[config.mk]
export PLATFORM = sky130hd
export DESIGN_NAME = cpu_program_sequencer_flat
export DESIGN_NICKNAME = d
export VERILOG_FILES = /design/src/rtl/seq_pkg.sv /design/src/rtl/cpu_program_sequencer_if.sv /design/src/rtl/seq_watchdog.sv /design/src/rtl/cpu_program_sequencer.sv /design/src/flat_wrapper.sv
export SDC_FILE = /design/constraint.sdc
export NUM_CORES = 1
export LEC_CHECK = 0
export BUFFER_PORTS_ARGS = -buffer_cell sky130_fd_sc_hd__buf_2
export CORE_MARGIN = 1
export CORE_UTILIZATION = 45
export DETAILED_ROUTE_END_ITERATION = 10
export PLACE_DENSITY = 0.73
export REMOVE_ABC_BUFFERS = 1
export SYNTH_ARGS = -nofsm -noshare
export SYNTH_HDL_FRONTEND = slang
export SYNTH_SLANG_ARGS = --single-unit
[constraint.sdc]
create_clock -name clk -period 3.4 [get_ports clk]
set_clock_uncertainty 0.1 [all_clocks]
set_input_delay 0.17 -clock clk [delete_from_list [all_inputs] [get_ports clk]]
set_output_delay 0.17 -clock clk [all_outputs]
set_load 0.02 [all_outputs]
[src/rtl/seq_pkg.sv]
// seq_pkg: state encoding and constants shared by the program sequencer
package seq_pkg;
  typedef enum logic [3:0] {
    IDLE, READY, FETCH, LOAD, START, LEAVE, RUN, CAPT, DONE, ERR
  } state_t;
  localparam logic [15:0] END_MARKER = 16'hFFFF;
endpackage

[src/rtl/cpu_program_sequencer_if.sv]
// cpu_program_sequencer_if: control, ROM and cpu signals between the sequencer and its environment
interface cpu_program_sequencer_if #(parameter int ADDR_W = 3);
  logic go, abort;
  logic [ADDR_W-1:0] rom_addr, pc;
  logic [15:0] rom_data, cpu_in, cpu_out, result;
  logic cpu_load, cpu_s, cpu_w, result_valid, busy, done, err;
  modport master (
    input  go, abort, rom_data, cpu_w, cpu_out,
    output rom_addr, cpu_in, cpu_load, cpu_s, result, result_valid, busy, done, err, pc
  );
  modport slave (
    output go, abort, rom_data, cpu_w, cpu_out,
    input  rom_addr, cpu_in, cpu_load, cpu_s, result, result_valid, busy, done, err, pc
  );
endinterface

[src/rtl/seq_watchdog.sv]
// seq_watchdog: counts cycles spent in a wait state and flags when TIMEOUT is reached
module seq_watchdog #(
  parameter int TIMEOUT = 255
) (
  input  logic clk,
  input  logic reset,
  input  logic clear,
  input  logic en,
  output logic expired
);
  localparam int W = $clog2(TIMEOUT + 1);
  logic [W-1:0] cnt;
  always_ff @(posedge clk)
    cnt <= (reset || clear) ? '0 : en ? cnt + 1'b1 : cnt;
  assign expired = en && cnt == W'(TIMEOUT - 1);
endmodule

[src/rtl/cpu_program_sequencer.sv]
// cpu_program_sequencer: steps a ROM program through the cpu via load/s strobes and w handshake
module cpu_program_sequencer
  import seq_pkg::*;
#(
  parameter int N_INSTR = 8,
  parameter int ADDR_W  = 3,
  parameter int TIMEOUT = 255
) (
  input logic clk,
  input logic reset,
  cpu_program_sequencer_if.master bus
);
  state_t state, next;
  logic [ADDR_W-1:0] pc;
  logic [15:0] instr, result;
  logic result_valid, expired, last, idle_like;
  assign last = pc == ADDR_W'(N_INSTR - 1);
  assign idle_like = state inside {IDLE, DONE, ERR};
  // any state change restarts the count, so each wait state gets a fresh budget
  seq_watchdog #(.TIMEOUT(TIMEOUT)) u_wd (
    .clk(clk),
    .reset(reset),
    .clear(next != state),
    .en(state inside {READY, LEAVE, RUN}),
    .expired(expired)
  );
  always_ff @(posedge clk)
    state <= reset ? IDLE : next;
  always_comb begin
    next = state;
    case (state)
      IDLE:      next = bus.go ? READY : IDLE;
      READY:     next = bus.cpu_w ? FETCH : expired ? ERR : READY;
      FETCH:     next = bus.rom_data == END_MARKER ? DONE : LOAD;
      LOAD:      next = START;
      START:     next = LEAVE;
      LEAVE:     next = !bus.cpu_w ? RUN : expired ? ERR : LEAVE;
      RUN:       next = bus.cpu_w ? CAPT : expired ? ERR : RUN;
      CAPT:      next = last ? DONE : READY;
      DONE, ERR: next = bus.go ? READY : state;
      default:   next = IDLE;
    endcase
    if (bus.abort) next = IDLE;
  end
  always_ff @(posedge clk) begin
    if (reset) begin
      pc <= '0;
      instr <= '0;
      result <= '0;
      result_valid <= 1'b0;
    end else if (bus.abort) begin
      pc <= '0;
      result <= '0;
      result_valid <= 1'b0;
    end else begin
      result_valid <= state == CAPT;
      if (state == FETCH && bus.rom_data != END_MARKER) instr <= bus.rom_data;
      if (state == CAPT) result <= bus.cpu_out;
      if (state == CAPT && !last) pc <= pc + 1'b1;
      if (idle_like && bus.go) pc <= '0;
    end
  end
  assign bus.rom_addr = pc;
  assign bus.pc = pc;
  assign bus.cpu_in = instr;
  assign bus.cpu_load = state == LOAD;
  assign bus.cpu_s = state == START;
  assign bus.result = result;
  assign bus.result_valid = result_valid;
  assign bus.busy = !idle_like;
  assign bus.done = state == DONE;
  assign bus.err = state == ERR;
endmodule

[src/flat_wrapper.sv]
// flat-port wrapper written by rule: the top's interface ports become plain ports
module cpu_program_sequencer_flat import seq_pkg::*;
#(
  parameter int N_INSTR = 8,
  parameter int ADDR_W  = 3,
  parameter int TIMEOUT = 255
)
  (clk, reset, bus_go, bus_abort, bus_rom_data, bus_cpu_w, bus_cpu_out, bus_rom_addr, bus_cpu_in, bus_cpu_load, bus_cpu_s, bus_result, bus_result_valid, bus_busy, bus_done, bus_err, bus_pc);
  cpu_program_sequencer_if #(.ADDR_W(ADDR_W)) bus_i ();
  input logic clk;
  input logic reset;
  input wire logic [$bits(bus_i.go)-1:0] bus_go;
  input wire logic [$bits(bus_i.abort)-1:0] bus_abort;
  input wire logic [$bits(bus_i.rom_data)-1:0] bus_rom_data;
  input wire logic [$bits(bus_i.cpu_w)-1:0] bus_cpu_w;
  input wire logic [$bits(bus_i.cpu_out)-1:0] bus_cpu_out;
  output wire logic [$bits(bus_i.rom_addr)-1:0] bus_rom_addr;
  output wire logic [$bits(bus_i.cpu_in)-1:0] bus_cpu_in;
  output wire logic [$bits(bus_i.cpu_load)-1:0] bus_cpu_load;
  output wire logic [$bits(bus_i.cpu_s)-1:0] bus_cpu_s;
  output wire logic [$bits(bus_i.result)-1:0] bus_result;
  output wire logic [$bits(bus_i.result_valid)-1:0] bus_result_valid;
  output wire logic [$bits(bus_i.busy)-1:0] bus_busy;
  output wire logic [$bits(bus_i.done)-1:0] bus_done;
  output wire logic [$bits(bus_i.err)-1:0] bus_err;
  output wire logic [$bits(bus_i.pc)-1:0] bus_pc;
  assign bus_i.go = bus_go;
  assign bus_i.abort = bus_abort;
  assign bus_i.rom_data = bus_rom_data;
  assign bus_i.cpu_w = bus_cpu_w;
  assign bus_i.cpu_out = bus_cpu_out;
  assign bus_rom_addr = bus_i.rom_addr;
  assign bus_cpu_in = bus_i.cpu_in;
  assign bus_cpu_load = bus_i.cpu_load;
  assign bus_cpu_s = bus_i.cpu_s;
  assign bus_result = bus_i.result;
  assign bus_result_valid = bus_i.result_valid;
  assign bus_busy = bus_i.busy;
  assign bus_done = bus_i.done;
  assign bus_err = bus_i.err;
  assign bus_pc = bus_i.pc;
  cpu_program_sequencer #(.N_INSTR(N_INSTR), .ADDR_W(ADDR_W), .TIMEOUT(TIMEOUT)) u_core (.clk(clk), .reset(reset), .bus(bus_i));
endmodule
# Word level (Yosys, flattened, before mapping)
# Cells that the tools add are included.
# op_classes
n_addsub	2
multipliers	0
div_mod_pow	0
order_cmp	0
n_eq_ne	14
n_shift	0
muxes	12
n_bitwise	1
n_reduce_logical	14
# op_table
op	count
4-bit two-way mux	10
4-bit one-hot mux with 9 select lines	1
16-bit equality test (second input constant)	1
4-bit by 3-bit equality test with 1-bit output (second input constant)	4
16-bit != test (second input constant)	1
8-bit by 1-bit adder with 8-bit output (second input constant)	1
4-bit by 2-bit equality test with 1-bit output (second input constant)	2
4-bit equality test (second input constant)	2
8-bit equality test (second input constant)	1
3-bit nonzero test	2
4-bit by 1-bit equality test with 1-bit output (second input constant)	1
1-bit logical AND	4
4-bit zero test	1
4-bit != test	1
2-bit OR reduction	2
3-bit by 1-bit adder with 3-bit output (second input constant)	1
3-bit equality test (second input constant)	1
3-bit OR reduction	1
1-bit zero test	2
2-bit AND reduction	1
1-bit logical OR	1
1-bit two-way mux	1
1-bit inverter	1
# word_totals
regBits	48
latchBits	0
mem_bits_rw	0
rom_bits	0
in_bits	37
output_inout_bits	44
word_cells	49
n_memories	0

# Depth between registers and ports, before layout
# Gate-level depths: netlist (run 1).
# logic_depth
depth_word	9
mapped_depth	8
ltp_nobuf	8

# By module
# From an unflattened synthesis (run 1), not the netlist that was laid out.
# hier_totals
hier_cells	264
area_unflattened_um2	2277.2
# by_module_without_submodules
module	instances	cells_each	area_per_inst_um2	seq_area_each_um2
cpu_program_sequencer	1	222	1908.1	800.8
seq_watchdog	1	42	369.1	160.2

# Worst setup path after synthesis (run 1)
# OpenSTA, ideal clock, no wires.
# synth_path
kind	flip-flop to flip-flop
from	reg u_core.pc[0] (netlist: u_core.bus.pc[0])
to	reg u_core.u_wd.cnt[0]
setup_ps	78
arrival_time_ps	1795
path_slack_ps	1427
stages_incl_launch_ff	8
period_less_slack_ps	1973
path_cell_list	dfxtp_1 ha_1 ha_1 mux2i_1 nand3_1 a31oi_1 mux2_2 nor3_1
# synth_between
elab_chain_len	6
# synth_rtl
item	line	text
start: declaration	cpu_program_sequencer.sv:14	logic [ADDR_W-1:0] pc;
start signal: assignment	cpu_program_sequencer.sv:59	if (state == CAPT && !last) pc <= pc + 1'b1;
3-bit equality test	cpu_program_sequencer.sv:17	assign last = pc == ADDR_W'(N_INSTR - 1);
4-bit two-way mux	cpu_program_sequencer.sv:39	CAPT: next = last ? DONE : READY;
4-bit one-hot mux with 9 select lines	cpu_program_sequencer.sv:31	case (state)
4-bit two-way mux	cpu_program_sequencer.sv:43	if (bus.abort) next = IDLE;
4-bit != test	cpu_program_sequencer.sv:23	.clear(next != state),
1-bit logical OR	seq_watchdog.sv:14	cnt <= (reset || clear) ? '0 : en ? cnt + 1'b1 : cnt;
end signal: assignment	seq_watchdog.sv:14	
end: declaration	seq_watchdog.sv:12	logic [W-1:0] cnt;
# No other way between the ends.
# A chain may end at the register's enable or synchronous reset.

# Final worst setup path (run 1)
# layout_path
from	reg u_core.state[0]
to	reg u_core.u_wd.cnt[7]
# layout_between
elab_chain_len	9
word_cells_on_any_way	24
classes_between	eq/ne: 10; mux: 9; reduce/logical: 5
# layout_rtl
item	line	text
start: declaration	cpu_program_sequencer.sv:13	state_t state, next;
start signal: assignment	cpu_program_sequencer.sv:28	state <= reset ? IDLE : next;
4-bit by 1-bit equality test with 1-bit output or 4-bit by 3-bit equality test with 1-bit output (tied branches)	cpu_program_sequencer.sv:24, cpu_program_sequencer.sv:31	
3-bit nonzero test	cpu_program_sequencer.sv:24	.en(state inside {READY, LEAVE, RUN}),
1-bit logical AND	seq_watchdog.sv:15	assign expired = en && cnt == W'(TIMEOUT - 1);
4-bit two-way mux, on equally long branches (2 in a row)	cpu_program_sequencer.sv:38, cpu_program_sequencer.sv:33, cpu_program_sequencer.sv:37	
4-bit one-hot mux with 9 select lines	cpu_program_sequencer.sv:31	
4-bit two-way mux	cpu_program_sequencer.sv:43	
4-bit != test	cpu_program_sequencer.sv:23	
1-bit logical OR	seq_watchdog.sv:14	
# Several ways; a longest one is shown, not always the timed one.

==> qor.txt, run 1 <==
Status = completed
# rows = 25
Yosys cell types = 44
P_int = 0.826 mW
First-pass GRT wire length = 8050 um
Most common cell after layout, fill and taps aside = buf_2
Cells after Synth = 274
Clk_lat worst skew = 0.30 ns
Post_cts resized = 0
Worst slew pin tran = 0.671 ns
Reg2reg path depth = 5
Post-synthesis sequential area ratio = 41.4%
YS warnings = 0
Post-Route Setup TNS = 0 ns
GRT Total Usage = 18.8%
Crit path largest cell delay = 0.66 ns
Residual DRC = 0
CTS Root Cell = clkbuf_8
Hold Path Class = in -> reg
Final setup viols = 0
Hold path cells = 3
CTS Hold Bufs = 11
Share of layout cells above drive strength 1 = 30.3%
Place WS = 1.01 ns
Sw Pwr = 0.245 mW
Pwr dens = 363 mW/mm^2
Total core area = 0.00485 sq mm
FF-to-FF Start = u_core.state[0]
Peak VDD IR = 249 uV
# diodes = 0
Drt total wl = 4950 um
Leakage power = 1.20 nW
GPL Wtd Cong = 0.897
Via/cell ratio = 5.00
Worst Hold Path EP = u_core.bus.result[6]
Post-Syn Area = 0.00232 sq mm
CTS tree = done
Gr ovfl total = 0
First drt pass iteration count = 4
Critical path class = reg -> reg
CTS Buf Count = 5
RSZ-0062 raised after global routing = no
Post-DP HPWL = 3470 um
Clock period minus worst slack = 2.41 ns
Leading cell types in the layout, fill and taps excluded = buf_2, nand2_1, dfxtp_1, nor2_1, a21oi_1
Internal reg-to-reg setup slack = 0.99 ns
Routed via count = 2117
HP Start = bus_cpu_out[6]
Post-route ant nets = 0
Initial antenna violation count = 0
CP max stage cell = dfxtp_1
Clk sinks = 48
Avg Cell Area, Syn = 8.48 sq um
Sequential Area = 961 sq um
Syn-to-layout area delta = 27.0%
Worst setup margin = 0.992 ns
Sequential Power Share = 53.2%
CP arrival = 2.48 ns
DR iter-0 viols = 59
Combinational Power Share = 7.7%
Die width = 73.9 um
Die Ht = 73.9 um
Startpoint Class = flip-flop
Post-CTS setup buffers = 0
Sw Ratio = 22.9%
Period utilization = 70.8%
CP Cell Sequence = or3b_4, a211oi_4, a211oi_2, a221oi_4, nor3_1
PortBufs = 80
Slew Viols, Final = 0
Clock transition at the registers of the reported paths = 0.09 ns
Top area cells in the synthesized netlist = dfxtp_1, nand2_1, mux2i_1
Max Root-Sink Buffers = 2
Nets = 396
Clock power frac = 39.1%
Multi-input logic area = 0.00124 sq mm
Vias in the first global route = 1839
Critical register-to-register path endpoint = u_core.u_wd.cnt[7]
Max cap viols = 0
Routed len/inst = 11.7 um
Critical Path Fanout Max = 18
Worst Setup End Kind = flip-flop
Fmax = 0.415 GHz
Crit path required time = 3.48 ns
# IOs = 81
Die area = 0.00545 sq mm
Largest net degree at the start of global routing = 22
Share of the synthesized area in the top cell type = 41.4%
Starting Density = 47.9%
Layout filler cell count = 456
Max-slew headroom = 55.2%
Flops & latches, synth = 48
Worst Setup SP = u_core.state[0]
Synth area leader = dfxtp_1
Hold Fails Final Rpt = 0
H-tree depth = 2
-- state kept, by name, indices dropped and copies added (netlist names) --
name	cells
u_core.bus.result	16
u_core.state	4
u_core.bus.cpu_in	16
u_core.bus.pc	3
u_core.u_wd.cnt	8
u_core.bus.result_valid	1
-- final cells by class --
type,count,share of cell area (%)
clock inverters,3,1.57
inverters,5,0.636
flip-flops and latches,48,32.6
well taps,67,2.84
clock buffers,5,2.33
multi-input cells,201,42.0
repair buffers,94,18.1
-- cells in the mapped netlist --
cell and count:
o31ai_1 1, a221oi_4 1, nor2b_1 3, and3_1 1, clkbuf_1 8, a211oi_4 1
a31oi_1 1, xnor2_1 9, nor2_2 1, ha_1 4, nor4b_2 1, and2_1 1
or2_2 4, o21ai_0 7, nand2b_1 3, xor2_1 1, o31ai_2 1, or3b_4 1
inv_1 5, o22ai_1 1, nand2_1 49, nor3_1 13, buf_2 6, o2111ai_1 1
nand4bb_1 1, or3_1 1, a211oi_1 1, o21bai_1 2, nor3b_2 1, and4b_1 1
o21ai_2 1, and4bb_2 1, mux2i_1 17, a2111oi_0 1, a21oi_1 24, a311oi_1 1
nor3b_1 3, nor2_1 26, nand4_1 6, buf_4 6, a211oi_2 2, dfxtp_1 48
mux2_2 2, nand3_1 5
-- cell families after synthesis --
logic type | synth area share [%]
multiplexers | 8.29
XOR/XNOR | 3.77
buffers and inverters | 5.33
adder cells (fa/ha/maj) | 2.15
AND/OR/NAND/NOR | 25.5
AO/OA/AOI/OAI | 13.6
flip-flops | 41.4
-- through the flow --
stage | instance area (sq um) | power, mW | cells | hold WS, ns | util (%)
3_3_place_gp | 2730 | 0.656 | 404 | 0.312 | 56.2
6_report | 2950 | 1.07 | 423 | 0.00775 | 60.9
3_5_place_dp | 2730 | 0.656 | 404 | 0.316 | 56.2
2_1_floorplan | 2220 | 0.617 | 254 | 0.142 | -
5_1_grt | 2950 | 1.11 | 423 | 0.00975 | 60.9
4_1_cts | 2950 | 1.08 | 423 | 0.000231 | 60.9
-- worst max path at each step --
stage,to,cells past startpoint
2_1_floorplan,u_core.bus.cpu_in[0],5
3_3_place_gp,u_core.u_wd.cnt[7],5
3_5_place_dp,u_core.u_wd.cnt[7],5
4_1_cts,u_core.u_wd.cnt[7],5
5_1_grt,u_core.u_wd.cnt[3],5
6_report,u_core.u_wd.cnt[7],5
-- power groups by stage --
| stage | Combinational (mW) | Clock (mW) | Sequential (mW) |
|---|---|---|---|
| 4_1_cts | 0.0827 | 0.429 | 0.570 |
| 3_5_place_dp | 0.0729 | 0 | 0.583 |
| 6_report | 0.0828 | 0.419 | 0.570 |
| 3_3_place_gp | 0.0728 | 0 | 0.583 |
| 2_1_floorplan | 0.0336 | 0 | 0.583 |
| 5_1_grt | 0.0915 | 0.451 | 0.571 |
-- routing by layer --
metal | GRT usage (%) | wire [um] | share of wire (%) | vias to the layer above
li1 | - | - | - | 1096
met1 | 23.3 | 2410 | 49 | 955
met2 | 32.5 | 2220 | 45 | 61
met3 | 4.53 | 268 | 5.4 | 5
met4 | 4.49 | 43 | 0.87 | 0
met5 | 0 | 0 | 0 | -
-- worst max-delay path, delay by kind of cell, from the launching register on --
| family | cells | cell delay [ns] |
|---|---|---|
| flops | 1 | 0.66 |
| simple gates | 2 | 0.56 |
| compound gates | 3 | 0.96 |
(Power assumes the default switching activity.)
==> run 2, diff against run 1 <==
Clock period 3.4 ns to 2.4 ns, I/O delays scaled along.
==> qor.txt, run 2 (synthesis results as in run 1) <==
Status = finished with violations
Violated checks = negative hold slack
Vias in the first global route = 2127 (+16%)
Startpoint Class = flip-flop
FF-to-FF Start = u_core.state[1]
Die width = 73.9 um (unchanged)
GRT Total Usage = 22.6% (+3.9 points)
H-tree depth = 2 (unchanged)
Starting Density = 47.9% (unchanged)
Grt met2 use = 41.0% (+8.5 points)
CTS tree = done
Routed len/inst = 13.2 um (+13%)
# diodes = 0 (unchanged)
Critical register-to-register path endpoint = u_core.u_wd.cnt[6]
Share of layout cells above drive strength 1 = 30.7% (+0.39 points)
Hold path cells = 3 (unchanged)
Max-slew headroom = 68.9% (+14 points)
Die Ht = 73.9 um (unchanged)
Worst setup margin = 0.190 ns (-0.802 ns)
DR iter-0 viols = 79 (+34%)
Hold Path Class = in -> reg
Most common cell after layout, fill and taps aside = buf_2
Slew Viols, Final = 0 (unchanged)
Final setup viols = 0 (unchanged)
Post-route ant nets = 0 (unchanged)
Max cap viols = 0 (unchanged)
Pwr dens = 456 mW/mm^2 (+26%)
First drt pass iteration count = 4 (unchanged)
Total core area = 0.00485 sq mm (unchanged)
Place WS = 0.203 ns (-0.809 ns)
Die area = 0.00545 sq mm (unchanged)
Reg2reg path depth = 6 (+1)
Met3 Usage GRT = 4.80% (+0.27 points)
Placed inst area = 0.00280 sq mm (+2.7%)
Clk_lat worst skew = 0.31 ns (about the same)
Via/cell ratio = 5.08 (+1.5%)
HP Start = bus_rom_data[1]
Worst Setup End Kind = flip-flop
Leakage power = 1.32 nW (+9.8%)
Hold Fails Final Rpt = 1 (+1)
Routed via count = 2291 (+8.2%)
GPL Wtd Cong = 0.836 (-6.8%)
Post-Route Setup TNS = 0 ns (unchanged)
Largest net degree at the start of global routing = 21 (-4.5%)
Non-filler cells in the finished layout = 451 (+6.6%)
Clock period minus worst slack = 2.21 ns (-0.198 ns)
Critical Path Fanout Max = 11 (-7)
Grt peak-use layer = met2
Post-DP HPWL = 3950 um (+14%)
Leading cell types in the layout, fill and taps excluded = buf_2, nand2_1, dfxtp_1, dlygate4sd3_1, nor2_1
Worst hold margin = -0.00298 ns (-0.0107 ns)
Period utilization = 92.1% (+21 points)
CP arrival = 2.33 ns (-0.15 ns)
PortBufs = 80 (unchanged)
Drt total wl = 5940 um (+20%)
RSZ-0062 raised after global routing = no
Clk sinks = 48 (unchanged)
First-pass GRT wire length = 9600 um (+19%)
CTS Buf Count = 5 (unchanged)
Max Root-Sink Buffers = 2 (unchanged)
Placed instance count = 412 (+2.0%)
Grt met1 use = 26.9% (+3.6 points)
Layout filler cell count = 403 (-12%)
# rows = 25 (unchanged)
Post-route cell area = 0.00321 sq mm (+8.7%)
Initial antenna violation count = 0 (unchanged)
Internal reg-to-reg setup slack = 0.19 ns (-0.80 ns)
Worst Hold Path EP = u_core.bus.cpu_in[1]
Peak VDD IR = 246 uV (-0.95%)
Gr ovfl total = 0 (unchanged)
Core Util, Final = 66.2% (+5.3 points)
Syn-to-layout area delta = 38.1%
Clock transition at the registers of the reported paths = 0.10 ns (about the same)
Crit path required time = 2.52 ns (-0.96 ns)
Residual DRC = 0 (unchanged)
Worst slew pin tran = 0.464 ns (-0.208 ns)
Post-CTS setup buffers = 0 (unchanged)
# IOs = 81 (unchanged)
Critical path class = reg -> reg
Fmax = 0.453 GHz (+8.9%)
CTS Root Cell = clkbuf_8
Worst Setup SP = u_core.state[1]
Nets = 424 (+7.1%)
run 2: cell count changes in the layout (fill, tap and decap cells not counted):
cell           before  now
dfxtp_2             0    2
dfxtp_1            48   46
buf_12              0    1
bufinv_16           1    0
clkbuf_8            5    6
buf_4               3   10
dlygate4sd3_1      11   31
inv_6               1    0
clkinvlp_4          1    2
run 2: how the worst max path moves through the flow:
stage                            to  slack (ns)  depth (start not counted)
2_1_floorplan  u_core.bus.cpu_in[0]        0.18                          5
3_3_place_gp     u_core.u_wd.cnt[7]        0.29                          6
3_5_place_dp     u_core.u_wd.cnt[6]        0.20                          6
4_1_cts          u_core.u_wd.cnt[6]        0.18                          6
5_1_grt          u_core.u_wd.cnt[6]        0.04                          6
6_report         u_core.u_wd.cnt[6]        0.19                          6
run 2: timing repair:
action / in CTS / in global routing
setup endpoints to repair: 0 / 1
hold buffers: 31 / 0
resized for setup: 0 / 2
endpoints found under the hold margin: 31 / 0
run 2: through the flow:
stage	power, mW	hold WS, ns
2_1_floorplan	0.874	0.0916
3_3_place_gp	0.937	0.262
3_5_place_dp	0.938	0.270
4_1_cts	1.47	0.00555
5_1_grt	1.52	0.0294
6_report	1.46	-0.00298
run 2: layout make-up:
class / instances / area [sq um] / share of cell area (%)
Multi-Input combinational cell: 201 / 1240 / 38.6
Clock buffer: 6 / 82.6 / 2.57
Sequential cell: 48 / 963 / 30.0
Timing Repair Buffer: 122 / 806 / 25.1
Clock inverter: 2 / 15.0 / 0.468
Tap cell: 67 / 83.8 / 2.61
Inverter: 5 / 18.8 / 0.585
run 2: where the power goes:
part | internal (mW) | total (mW) | leakage, nW | switching (mW)
Combinational | 0.0846 | 0.156 | 0.890 | 0.0716
Clock | 0.233 | 0.503 | 0.0434 | 0.270
Sequential | 0.800 | 0.805 | 0.388 | 0.00511
Total | 1.12 | 1.46 | 1.32 | 0.346
run 2: critical path: stages (launching register included):
cell and delay (ns):
dfxtp_1 0.54, buf_4 0.22, mux2i_1 0.19, nand3_1 0.12
a31oi_1 0.28, mux2_2 0.45, nor3_1 0.22
run 2: layer usage:
layer  wire length [um]  share of wire, %
met1               2600                44
met2               2940                49
met3                338               5.7
met4                 63               1.1
met5                  0                 0
==> run 3, diff against run 2 <==
Clock period 2.4 ns to 2.3 ns, I/O delays scaled along.
==> qor.txt, run 3 (synthesis results as in run 1) <==
Residual DRC = 0 (unchanged)
Syn-to-layout area delta = 38.1% (about the same)
PortBufs = 80 (unchanged)
CTS Buf Count = 5 (unchanged)
Internal reg-to-reg setup slack = 0.12 ns (-0.07 ns)
Leakage power = 1.32 nW (-0.11%)
RSZ-0062 raised after global routing = no
Gr ovfl total = 0 (unchanged)
Most common cell after layout, fill and taps aside = buf_2
Placed inst area = 0.00279 sq mm (-0.27%)
HP Start = bus_go
Status = completed
Starting Density = 47.9% (unchanged)
Initial antenna violation count = 0 (unchanged)
Worst slew pin tran = 0.459 ns (-0.00402 ns)
Crit path required time = 2.42 ns (-0.10 ns)
Max Root-Sink Buffers = 2 (unchanged)
Final setup viols = 0 (unchanged)
CP max stage cell = mux2_2
Leading cell types in the layout, fill and taps excluded = buf_2, nand2_1, dfxtp_1, dlygate4sd3_1, nor2_1
Post-route cell area = 0.00321 sq mm (about the same)
DR iter-0 viols = 85 (+7.6%)
Multi-input logic area = 0.00124 sq mm (unchanged)
Total core area = 0.00485 sq mm (unchanged)
Worst Setup End Kind = flip-flop
Period utilization = 94.8% (+2.7 points)
Hold path cells = 4 (+1)
# IOs = 81 (unchanged)
H-tree depth = 2 (unchanged)
First drt pass iteration count = 4 (unchanged)
GRT Total Usage = 22.8% (+0.15 points)
GPL Wtd Cong = 0.841 (+0.55%)
Post-DP HPWL = 3780 um (-4.1%)
Post-CTS setup buffers = 0 (unchanged)
Largest net degree at the start of global routing = 21 (unchanged)
Critical register-to-register path endpoint = u_core.u_wd.cnt[3]
CP arrival = 2.31 ns (-0.02 ns)
CTS tree = done
Clock period minus worst slack = 2.18 ns (-0.0292 ns)
Sequential Area = 962 sq um (-0.13%)
FF-to-FF Start = u_core.state[2]
Worst Hold Path EP = u_core.bus.pc[0]
Peak VDD IR = 366 uV (+49%)
Worst hold margin = 0.125 ns (+0.128 ns)
Nets = 424 (unchanged)
Fmax = 0.459 GHz (+1.3%)
Vias in the first global route = 2113 (-0.66%)
Die Ht = 73.9 um (unchanged)
Layout filler cell count = 383 (-5.0%)
Delay-heaviest family, CP = simple AND/OR/NAND/NOR gates
# rows = 25 (unchanged)
Total power = 1.54 mW (+4.9%)
Pwr dens = 478 mW/mm^2 (+4.9%)
CTS Root Cell = clkbuf_8
Reg2reg path depth = 6 (unchanged)
Clk_lat worst skew = 0.31 ns (about the same)
Clock transition at the registers of the reported paths = 0.09 ns (about the same)
Clk sinks = 48 (unchanged)
Die width = 73.9 um (unchanged)
Share of layout cells above drive strength 1 = 30.2% (-0.52 points)
First-pass GRT wire length = 9430 um (-1.9%)
Drt total wl = 5950 um (+0.15%)
Slew Viols, Final = 0 (unchanged)
Max cap viols = 0 (unchanged)
Startpoint Class = flip-flop
Post-route ant nets = 0 (unchanged)
Hold Fails Final Rpt = 0 (-1)
CP Cell Sequence = buf_4, nor4b_2, o21ai_2, a31oi_1, mux2_2, nor3_1
Max-slew headroom = 69.2% (+0.27 points)
Routed via count = 2274 (-0.74%)
Worst path bufs/invs = 1 (unchanged)
Non-filler cells in the finished layout = 451 (unchanged)
Via/cell ratio = 5.04 (-0.74%)
Critical path class = reg -> reg
# diodes = 0 (unchanged)
Crit path largest cell delay = 0.45 ns (-0.09 ns)
Post-Route Setup TNS = 0 ns (unchanged)
Critical Path Fanout Max = 11 (unchanged)
Die area = 0.00545 sq mm (unchanged)
Hold Path Class = in -> reg
Routed len/inst = 13.2 um (+0.15%)
Placed instance count = 411 (-0.24%)
==> run 3: area by class of cell <==
cell class	instances	share of cell area, %
Clock inverter	2	0.468
Inverter	5	0.585
Multi-Input combinational cell	201	38.6
Timing Repair Buffer	122	25.2
Tap cell	67	2.61
Clock buffer	6	2.57
Sequential cell	48	30.0
==> run 3: worst min-delay path, cell delays in order <==
cell and delay, ns:
buf_2 0.12, inv_1 0.05, o21bai_1 0.10, nor2_1 0.11
==> run 3: layer usage <==
metal  vias up  track usage [%]  wire length, um
met5         -                0                0
met4         0             8.33              164
met3        17             6.72              324
met2        74             41.3             2880
met1      1033             25.0             2580
li1       1150                -                -
==> run 3: how the worst max path moves through the flow <==
| stage | from | to | slack, ns | cells after the start |
|---|---|---|---|---|
| 2_1_floorplan | u_core.state[1] | u_core.bus.cpu_in[0] | 0.08 | 5 |
| 3_3_place_gp | u_core.state[1] | u_core.u_wd.cnt[7] | 0.17 | 5 |
| 3_5_place_dp | u_core.state[1] | u_core.u_wd.cnt[7] | 0.15 | 5 |
| 4_1_cts | u_core.state[1] | u_core.u_wd.cnt[7] | 0.13 | 5 |
| 5_1_grt | u_core.state[2] | u_core.u_wd.cnt[3] | 0.0001 | 6 |
| 6_report | u_core.state[2] | u_core.u_wd.cnt[3] | 0.12 | 6 |
==> run 3: per-stage QoR <==
step                      worst slack, ns  util (%)
after floorplan                    0.0843         -
after global placement              0.171      57.5
after detailed placement            0.154      57.5
after CTS                           0.125      66.2
after global routing             0.000105      66.2
final                               0.119      66.2
==> run 3: what timing repair did <==
action / in CTS / in global routing
hold endpoints to repair: 32 / 0
hold buffers: 32 / 0
gates resized for setup: 0 / 1
endpoints found under the setup margin: 0 / 6
==> run 3: where the power goes <==
part           total [mW]  internal, mW  switching [mW]
Sequential          0.838         0.834         0.00402
Combinational       0.165        0.0883          0.0764
Clock               0.533         0.244           0.289
Total                1.54          1.17           0.369
